`config.mk`:
```
export PLATFORM = sky130hd
export DESIGN_NAME = fetch_stage
export DESIGN_NICKNAME = d
export VERILOG_FILES = /design/src/rtl/cpu_defs.sv /design/src/rtl/npc_unit.sv /design/src/rtl/fetch_stage.sv
export SDC_FILE = /design/constraint.sdc
export NUM_CORES = 1
export LEC_CHECK = 0
export CAP_MARGIN = 10
export CORE_MARGIN = 3
export CORE_UTILIZATION = 26
export CTS_CLUSTER_SIZE = 10
export DETAILED_ROUTE_END_ITERATION = 10
export PLACE_DENSITY_LB_ADDON = 0.15
export SLEW_MARGIN = 20
export SYNTH_ARGS = -nofsm -noshare
export SYNTH_HDL_FRONTEND = slang
export SYNTH_SLANG_ARGS = --single-unit
```
`constraint.sdc`:
```
create_clock -name clk -period 4.16 [get_ports clk]
set_input_delay 0.832 -clock clk [delete_from_list [all_inputs] [get_ports clk]]
set_output_delay 0.832 -clock clk [all_outputs]
set_load 0.05 [all_outputs]
```
`src/rtl/cpu_defs.sv`:
```
`default_nettype none
// ============================================================================
// Module   : cpu_defs
// Brief    : Shared P5 core definitions: next-PC opcodes, reset PC, nop word.
// Revision : 1.0
// ============================================================================
package cpu_defs;

    typedef enum logic [3:0] {
        NPC_PC4    = 4'd0,
        NPC_BRANCH = 4'd1,
        NPC_J      = 4'd2,
        NPC_JR     = 4'd3
    } npc_op_e;

    localparam logic [31:0] PC_INIT = 32'h0000_3000;
    localparam logic [31:0] NOP     = 32'h0000_0000;

endpackage
`default_nettype wire

```
`src/rtl/npc_unit.sv`:
```
`default_nettype none
// ============================================================================
// Module   : npc_unit
// Brief    : Combinational next-PC select from the D-stage control inputs.
// Revision : 1.0
// ============================================================================
module npc_unit
    import cpu_defs::*;
(
    input  logic [31:0] pcF,
    input  logic [31:0] pcD,
    input  logic [3:0]  nPcOp,
    input  logic        cmpRes,
    input  logic [15:0] imm16,
    input  logic [25:0] imm26,
    input  logic [31:0] rsData,
    output logic [31:0] npc
);

    logic [31:0] w_pc4;
    logic [31:0] w_br_target;

    assign w_pc4       = pcF + 32'd4;
    // Branch offsets are relative to the delay slot, i.e. pcD + 4.
    assign w_br_target = pcD + 32'd4 + {{14{imm16[15]}}, imm16, 2'b00};

    always_comb begin
        npc = w_pc4;
        case (nPcOp)
            NPC_BRANCH: npc = cmpRes ? w_br_target : w_pc4;
            NPC_J:      npc = {pcD[31:28], imm26, 2'b00};
            NPC_JR:     npc = rsData;
            default:    npc = w_pc4;
        endcase
    end

endmodule
`default_nettype wire

```
`src/rtl/fetch_stage.sv`:
```
`default_nettype none
// ============================================================================
// Module   : fetch_stage
// Brief    : P5 fetch stage: PC register, ROM window check and F/D register.
// Revision : 1.0
// ============================================================================
module fetch_stage
    import cpu_defs::*;
#(
    parameter logic [31:0] PC_INIT  = cpu_defs::PC_INIT,
    parameter logic [31:0] IM_BASE  = 32'h0000_3000,
    parameter int          IM_WORDS = 4096
) (
    input  logic        clk,
    input  logic        reset,
    input  logic        stall,
    input  logic [3:0]  nPcOp,
    input  logic        cmpRes,
    input  logic [15:0] imm16,
    input  logic [25:0] imm26,
    input  logic [31:0] rsData,
    output logic [31:0] pcF,
    input  logic [31:0] instrF,
    output logic [31:0] instrD,
    output logic [31:0] pcD,
    output logic [31:0] pc8D
);

    localparam logic [32:0] c_IM_BYTES = 33'(IM_WORDS) * 33'd4;

    logic [31:0] pc_q, pc_d;
    logic [31:0] instr_q, instr_d;
    logic [31:0] pcd_q, pcd_d;
    logic [31:0] w_npc;
    logic [31:0] w_off;
    logic        w_fetch_ok;

    npc_unit u_npc (
        .pcF    (pc_q),
        .pcD    (pcd_q),
        .nPcOp  (nPcOp),
        .cmpRes (cmpRes),
        .imm16  (imm16),
        .imm26  (imm26),
        .rsData (rsData),
        .npc    (w_npc)
    );

    // Offset compared in 33 bits so a window ending at 2^32 cannot overflow.
    assign w_off      = pc_q - IM_BASE;
    assign w_fetch_ok = (pc_q >= IM_BASE) && ({1'b0, w_off} < c_IM_BYTES)
                        && (pc_q[1:0] == 2'b00);

    always_comb begin
        pc_d    = pc_q;
        instr_d = instr_q;
        pcd_d   = pcd_q;
        if (!stall) begin
            pc_d    = w_npc;
            instr_d = w_fetch_ok ? instrF : NOP;
            pcd_d   = pc_q;
        end
    end

    always_ff @(posedge clk or posedge reset) begin
        if (reset) begin
            pc_q    <= PC_INIT;
            instr_q <= NOP;
            pcd_q   <= PC_INIT;
        end else begin
            pc_q    <= pc_d;
            instr_q <= instr_d;
            pcd_q   <= pcd_d;
        end
    end

    assign pcF    = pc_q;
    assign instrD = instr_q;
    assign pcD    = pcd_q;
    assign pc8D   = pcd_q + 32'd8;

endmodule
`default_nettype wire

```
# [After elaboration in Yosys (flattened, before gate mapping)]
# Index checks and enable logic that the tools add are counted.
[classes] add_sub_neg=5 order_cmp=2 n_eq_ne=3 n_mux=3 reduce_logical=3
[op_table] operator="$pmux 32 s3" n=1
[op_table] operator="$add 32x3->32 const B" n=2
[op_table] operator="$mux 32" n=2
[op_table] operator="$add 32x32->32" n=1
[op_table] operator="$add 32x4->32 const B" n=1
[op_table] operator="$ge 32x14->1 const B" n=1
[op_table] operator="$lt 32x15->1 const B" n=1
[op_table] operator="$sub 32x14->32 const B" n=1
[op_table] operator="$eq 4x2->1 const B" n=2
[op_table] operator="$eq 4x1->1 const B" n=1
[op_table] operator="$logic_and 1x1->1" n=2
[op_table] operator="$logic_not 2->1" n=1
[totals] regBits=96 output_inout_bits=128 wordCells=19

# [Longest topological paths before layout]
[depth] word_depth=5 mapped_depth=15 mapped_depth_nobuf=15

# [Cells and area by module]
# From an unflattened synthesis, not the netlist that was laid out.
[unflattened] hier_cells=929 area_unflattened_um2=8197.9
[by_module_without_submodules] mod="fetch_stage" n_inst=1 cells_each=371 area_per_inst_um2=4491.8
[by_module_without_submodules] mod="npc_unit" n_inst=1 cells_each=558 area_per_inst_um2=3706.1

# [Least setup slack after synthesis]
# Ideal clock, no wire load.
[synth_path] path_type="register to output" start="reg pcd_q[5] (netlist: pcD[5])" end="out pc8D[26]" arrival_ns=2.850 required_ns=3.328 slack_ns=0.478 path_stages_with_launch=9 n_path_buf=0 cell_sequence="dfrtp_1 -> and3_1 -> and3_1 -> and2_1 -> nor2b_1 -> nand2_1 -> nor2_1 -> nand3_1 -> xnor2_1"
[synth_between] elab_chain_cells=1
[synth_lines] item="start: declaration" line_no="fetch_stage.sv:33" text="logic [31:0] pcd_q, pcd_d;"
[synth_lines] item="start signal: assignment" line_no="fetch_stage.sv:73" text="pcd_q <= pcd_d;"
[synth_lines] item="$add 32x4->32" line_no="fetch_stage.sv:80" text="assign pc8D = pcd_q + 32'd8;"
[synth_lines] item="end: declaration" line_no="fetch_stage.sv:26" text="output logic [31:0] pc8D"
# Every way passes these cells.

# [Final worst setup path]
[layout_path] start="reg pcd_q[5] (netlist: pcD[5])" end="out pc8D[22]"
# The elaborated chain is that of the path after synthesis.

==> impl_metrics.toml <==
[setup_path]
crit_fanout = 7
reg2reg_setup_slack_ns = 0.81
reg2reg_to = "pcF[27]"
setup.worst_path.start_class = "flop"
crit_arrival_ns = 3.00
cp.required_ns = 3.33
reg2reg_depth = 16
criticalPathCategory = "reg -> out"
cp_cell_sequence = "and3_1 -> and3_1 -> and2_1 -> nor2b_1 -> buf_4 -> and4_1 -> xor2_1 -> clkdlybuf4s50_1"
crit_top_cell = "and3_1"
cp_slowest_stage_delay_ns = 0.82
r2r_start = "pcD[3]"
end_kind = "output pin"
critPathSlowestCell = "clkdlybuf4s50_1"

[global_routing]
grt_pass1_wl_um = 40300
grt_start_max_net_pins = 59
overflow = 0
grt_usage_pct = 17.3
grt_pass1_vias = 6884
antenna_found_initial = 0

[place]
dp_cells = 1359
gp_congestion = 0.871
hpwl_um = 19800
io_buffers = 241

[clock_network]
clock_latency_ns = 0.36
htreeDepth = 3
numCtsBuffers = 9
cts_setup_buffers = 0
cts_buffer_depth = 2
cts_resized = 0
postCtsHoldBufs = 0
cts.sinks = 96
clk_pin_slew_ns = 0.08
cts-root-buf = "clkbuf_16"
cts_tree = "yes"

[final_layout]
stdcell_count = 1376
fillers = 2776
multi_input_area_um2 = 4470
nets = 1204
synthToLayoutAreaGrowth_pct = 43.7
drive_gt1_share_pct = 8.51
seqCellArea_um2 = 2410

[die]
initial_core_util_pct = 26.5
core_um2 = 27000
io_pins = 242
rows = 60
die_area_um2 = 29600
die_w_um = 172
die_h_um = 172

[timing]
relSlewSlack_pct = 53.9
skew_ns = 0.00940
max_freq_mhz = 261
drv_slew = 0
fin_setup_tns_ns = 0
hold_viol = 0
setup-violations-final = 0
rsz0062_at_grt = "false"
final.min_clock_period_ns = 3.83
tightest_slew_ns = 0.690
finalCritPeriodShare_pct = 92.1

[pwr]
combPwrFrac_pct = 58.4
peakVddDrop_v = 0.000376
power.density_nw_per_um2 = 538
pwr-share-seq_pct = 26.4
p_int_uw = 2780
switchingPower_uw = 2770
leakage_uw = 0.00438
p_sw_share_pct = 49.9
p_clk_share_pct = 15.2

[drt]
vias_per_cell = 5.07
vias = 6983
drc = 0
routed_wire_length_per_instance_um = 18.9
routed_wl_um = 25900
ant_nets = 0
drtPass1Iterations = 5
drtIter0Drc = 456

[logic_synthesis]
ys_top_cells_by_count = "92 x dfrtp_1, 76 x nand2_1, 60 x ha_1, 60 x o21ai_0, 57 x a21oi_1"
syn_inst = 795
yosysMostFrequentCell = "dfrtp_1"
synth_top_area_cell = "dfrtp_1"
synth_area_um2 = 7170
synth_edf_count = 0
yosysSeqAreaShare_pct = 33.6
synthTopCellsByArea = "dfrtp_1 32%, ha_1 10%, xnor2_1 5.5%"
async_reset_ff_share_pct = 100
synth_top_area_share_pct = 32.1
ys.warnings.count = 0
syn_area_per_cell_um2 = 9.02
ys.flop_type = "dfrtp_1"
ys_types = 60
synth_seq_cells = 96
synth_fp_nets = 970

[worst_hold_path]
hold_class = "reg -> reg"
min-delay-start = "instrD[13]"
hold_path_depth = 1
min_to = "instrD[13]"

[outcome]
status = "finished clean"

[run]
drv_cap = 0
## cells in the final DEF, fill, tap and decap left out, types with 4 or more instances in the layout
cell type	n
a211oi_1	10
a21o_1	13
a21oi_1	57
a221oi_1	6
a22o_1	34
a31oi_1	6
a32oi_1	4
and3_1	17
and4_1	5
buf_4	34
clkbuf_16	9
clkdlybuf4s50_1	231
dfrtp_1	92
dfstp_2	4
ha_1	60
inv_1	31
mux2_2	20
mux2i_1	28
nand2_1	76
nand2b_1	6
nand3_1	26
nand4_1	10
nor2_1	36
nor3_1	7
nor4_1	6
o21a_1	6
o21ai_0	59
o221ai_1	7
o22ai_1	12
o31ai_1	4
o32ai_1	5
xnor2_1	45
xor2_1	15
## worst max path at each step
stage,from,slack (ns),endpoint
after floorplan,pcD[5],0.48,pc8D[26]
after global placement,imm16[0],0.14,pcF[27]
after detailed placement,imm16[0],0.11,pcF[27]
after CTS,pcD[5],0.26,pc8D[23]
after global routing,pcD[5],0.03,pc8D[21]
final,pcD[5],0.33,pc8D[22]
## cell type report
| type | count | share of cell area [%] |
|---|---|---|
| clock inverters | 7 | 0.619 |
| clock buffers | 9 | 2.18 |
| inverters | 32 | 1.19 |
| multi-input cells | 623 | 43.3 |
| flip-flops and latches | 96 | 23.3 |
| diodes | 1 | 0.0243 |
| repair buffers | 267 | 25.1 |
| well taps | 341 | 4.14 |
## power groups by stage
stage,combinational [µW],sequential (µW),clock (µW)
2_1_floorplan,1600,1990,0
3_3_place_gp,3250,1490,0
3_5_place_dp,3250,1490,0
4_1_cts,3260,1470,882
5_1_grt,3500,1520,919
6_report,3240,1460,844
## registers in the layout, indices dropped and copies added, names as in the netlist
signal and count:
instrD 32, pcF 32, pcD 32
## through the flow
stage	instance area (µm²)	utilization, %	hold slack, ns	power [µW]	setup slack (ns)
floorplan	7170	-	0.613	3590	0.478
global placement	10000	37.1	0.493	4740	0.142
detailed placement	10000	37.1	0.496	4740	0.109
CTS	10300	38.1	0.517	5620	0.260
global route	10300	38.1	0.530	5940	0.0258
finish	10300	38.1	0.512	5550	0.327
## metal layers
metal	share of wire [%]	GRT usage [%]	wire length, µm	up-vias
met4	1.1	3.92	293	0
met2	47	27.9	12200	216
li1	-	-	-	3417
met5	0	0	0	-
met3	5.9	3.16	1520	18
met1	46	24.1	12000	3332
## logic make-up after synthesis
group	after synthesis	synth area share [%]
AO/OA/AOI/OAI	245	22.5
XOR/XNOR	60	7.33
adder cells (fa/ha/maj)	61	10.7
buffers and inverters	76	4.27
flip-flops	96	33.6
multiplexers	48	7.05
AND/OR/NAND/NOR	209	14.5
## worst max-delay path, delay by kind of cell, from the launching register on
kind	cells	cell delay [ns]
simple gates	5	1.01
buf+inv	2	0.99
flops	1	0.48
xor+xnor	1	0.15
(Power assumes the default switching activity.)
==> RTL change: new RTL, config.mk and constraints unchanged <==
Make the reset (`reset`) synchronous in one clocked block.
--- a/src/rtl/fetch_stage.sv
+++ b/src/rtl/fetch_stage.sv
@@ -63,5 +63,5 @@
     end
 
-    always_ff @(posedge clk or posedge reset) begin
+    always_ff @(posedge clk) begin
         if (reset) begin
             pc_q    <= PC_INIT;
Check against the original RTL: differs if reset is asserted again (counterexample within 4 cycles, from zero or initial values and one cycle with reset high); with reset held inactive, the same outputs for 4 cycles.
==> RTL change against the unedited design <==
Sequential cell count stayed put. Clock skew is 1.1 ps lower. Critical path depth is 1 lower. Setup slack worse by 71 ps. Final area is 1.5% lower. Die area is 0.72% lower. Critical path type unchanged. Routed wire length is 10% higher. Register-to-register slack better by 210 ps. First-iteration DRC count is 7.7% higher. Synthesized area is 0.75% lower.
Power is not compared: it rests on default switching activity, and its combinational part moved more than twofold at a synthesized area within 25%.
==> RTL change: results (changes against the unedited design) <==
The routability-driven placement congestion ratio is 0.844 (was 0.871). The data arrival time at the worst-slack endpoint is 3070 ps (was 3000 ps). The slew at the pin closest to its max-slew limit works out to 937 ps (was 690 ps).

The slowest cell on the critical path is sky130_fd_sc_hd__or4_1 (was sky130_fd_sc_hd__clkdlybuf4s50_1). The worst hold path cell count is 2 (was 1). Initial antenna violation count: 1 (was 0). The tools report the startpoint of the most critical hold path as instrD[28] (was instrD[13]).

The met2 wire length was 12.8 mm (was 12.2 mm). The initial DRC count was 491 (was 456). The tools report the sum of met3 wire segment lengths after detailed routing as 2.38 mm (was 1.52 mm). The net count after synthesis was 1064 (was 970); the largest driver fanout on the critical path was 6 (was 7).

The path depth of the worst reg2reg path is 10 (was 16), and the final routed wirelength across all metal layers is 28.6 mm (was 25.9 mm). The met1 routed wirelength after detailed routing came out at 13.2 mm (was 12.0 mm). The most instantiated flip-flop cell in the synthesis netlist was sky130_fd_sc_hd__dfxtp_1 (was sky130_fd_sc_hd__dfrtp_1). The proportion of layout cells with a drive suffix above 1 works out to 0.0662 (was 0.0851). Sink of the worst hold path: instrD[28] (was instrD[13]).

The total number of vias is 7445 (was 6983). The run finished with clean final reports. The run gives 889 (was 795) as the post-synthesis cell count. The run gives 7120 sq um (was 7170 sq um) as the post-synthesis instance area. The share of flip-flops with an asynchronous set or reset after synthesis works out to 0 (was 1.00).

The end of the worst register-to-register path is pcF[24] (was pcF[27]). The placed wire-length estimate after detailed placement is 21.8 mm (was 19.8 mm), and the largest clock skew in the final design is 8.32 ps (was 9.40 ps). The clock-pin slew on the worst setup and hold paths is 80 ps (about the same), and the instance area after placement is 9840 sq um (was 10000 sq um). The tools report the maximum number of pins on one net before global-route repair as 52 (was 59). The total iterations of the first detailed-routing run is 6 (was 5), and the critical path's largest stage delay is 550 ps (was 820 ps).

The unique cell type count in the Yosys netlist was 71 (was 60). The logs give 0.190 (was 0.173) for the total track usage and 1436 (was 1359) for the number of placed cells counting well taps. The number of nets in the final layout came out at 1287 (was 1204).
RTL change: layout make-up:
class | count | area (sq um) | share of cell area
multi-input combinational | 712 | 4810 | 0.474
timing repair buffer | 267 | 2590 | 0.255
sequential | 96 | 1920 | 0.189
tap | 335 | 419 | 0.0413
clock buffer | 9 | 225 | 0.0222
inverter | 26 | 97.6 | 0.00961
clock inverter | 7 | 85.1 | 0.00838
antenna | 1 | 2.50 | 0.000246
RTL change: cells by family after synthesis:
| group | after synthesis | synth area share |
|---|---|---|
| fa+ha+maj | 61 | 0.108 |
| compound gates | 257 | 0.240 |
| simple gates | 291 | 0.195 |
| flops | 96 | 0.270 |
| buf+inv | 81 | 0.0548 |
| mux | 32 | 0.0450 |
| xor+xnor | 71 | 0.0873 |
RTL change: power groups by stage:
stage	clock, mW	combinational, mW	sequential (mW)
floorplan	0	0.363	1.13
CTS	0.944	0.788	1.02
detailed placement	0	0.785	1.04
global route	0.974	0.848	1.03
finish	0.913	0.784	1.02
global placement	0	0.785	1.04
RTL change: metrics by stage:
| stage | total power [mW] | hold slack (ps) | worst slack [ps] |
|---|---|---|---|
| 6_report | 2.72 | 517 | 256 |
| 5_1_grt | 2.85 | 548 | 51.8 |
| 4_1_cts | 2.75 | 522 | 77.8 |
| 3_5_place_dp | 1.83 | 502 | 141 |
| 3_3_place_gp | 1.83 | 491 | 201 |
| 2_1_floorplan | 1.50 | 734 | 99.8 |
RTL change: worst reg2reg max path, delay by kind of cell (launching register included):
| family | cells | cell delay [ps] |
|---|---|---|
| AO/OA/AOI/OAI | 8 | 2010 |
| flip-flops | 1 | 420 |
| adder cells (fa/ha/maj) | 2 | 600 |
RTL change: how the worst max path moves through the flow:
stage,from,end,slack (ps),depth (start not counted)
after floorplan,pcD[5],pc8D[31],100,6
after global placement,imm16[15],pcF[29],200,10
after detailed placement,imm16[15],pcF[29],140,10
after CTS,pcD[7],pc8D[22],80,8
after global routing,pcD[3],pc8D[31],50,7
final,pcD[3],pc8D[31],260,7
RTL change: layer usage:
layer  vias to the layer above  track usage
li1                       3707            -
met4                         0       0.0346
met3                        14       0.0568
met2                       248        0.305
met5                         -            0
met1                      3476        0.255
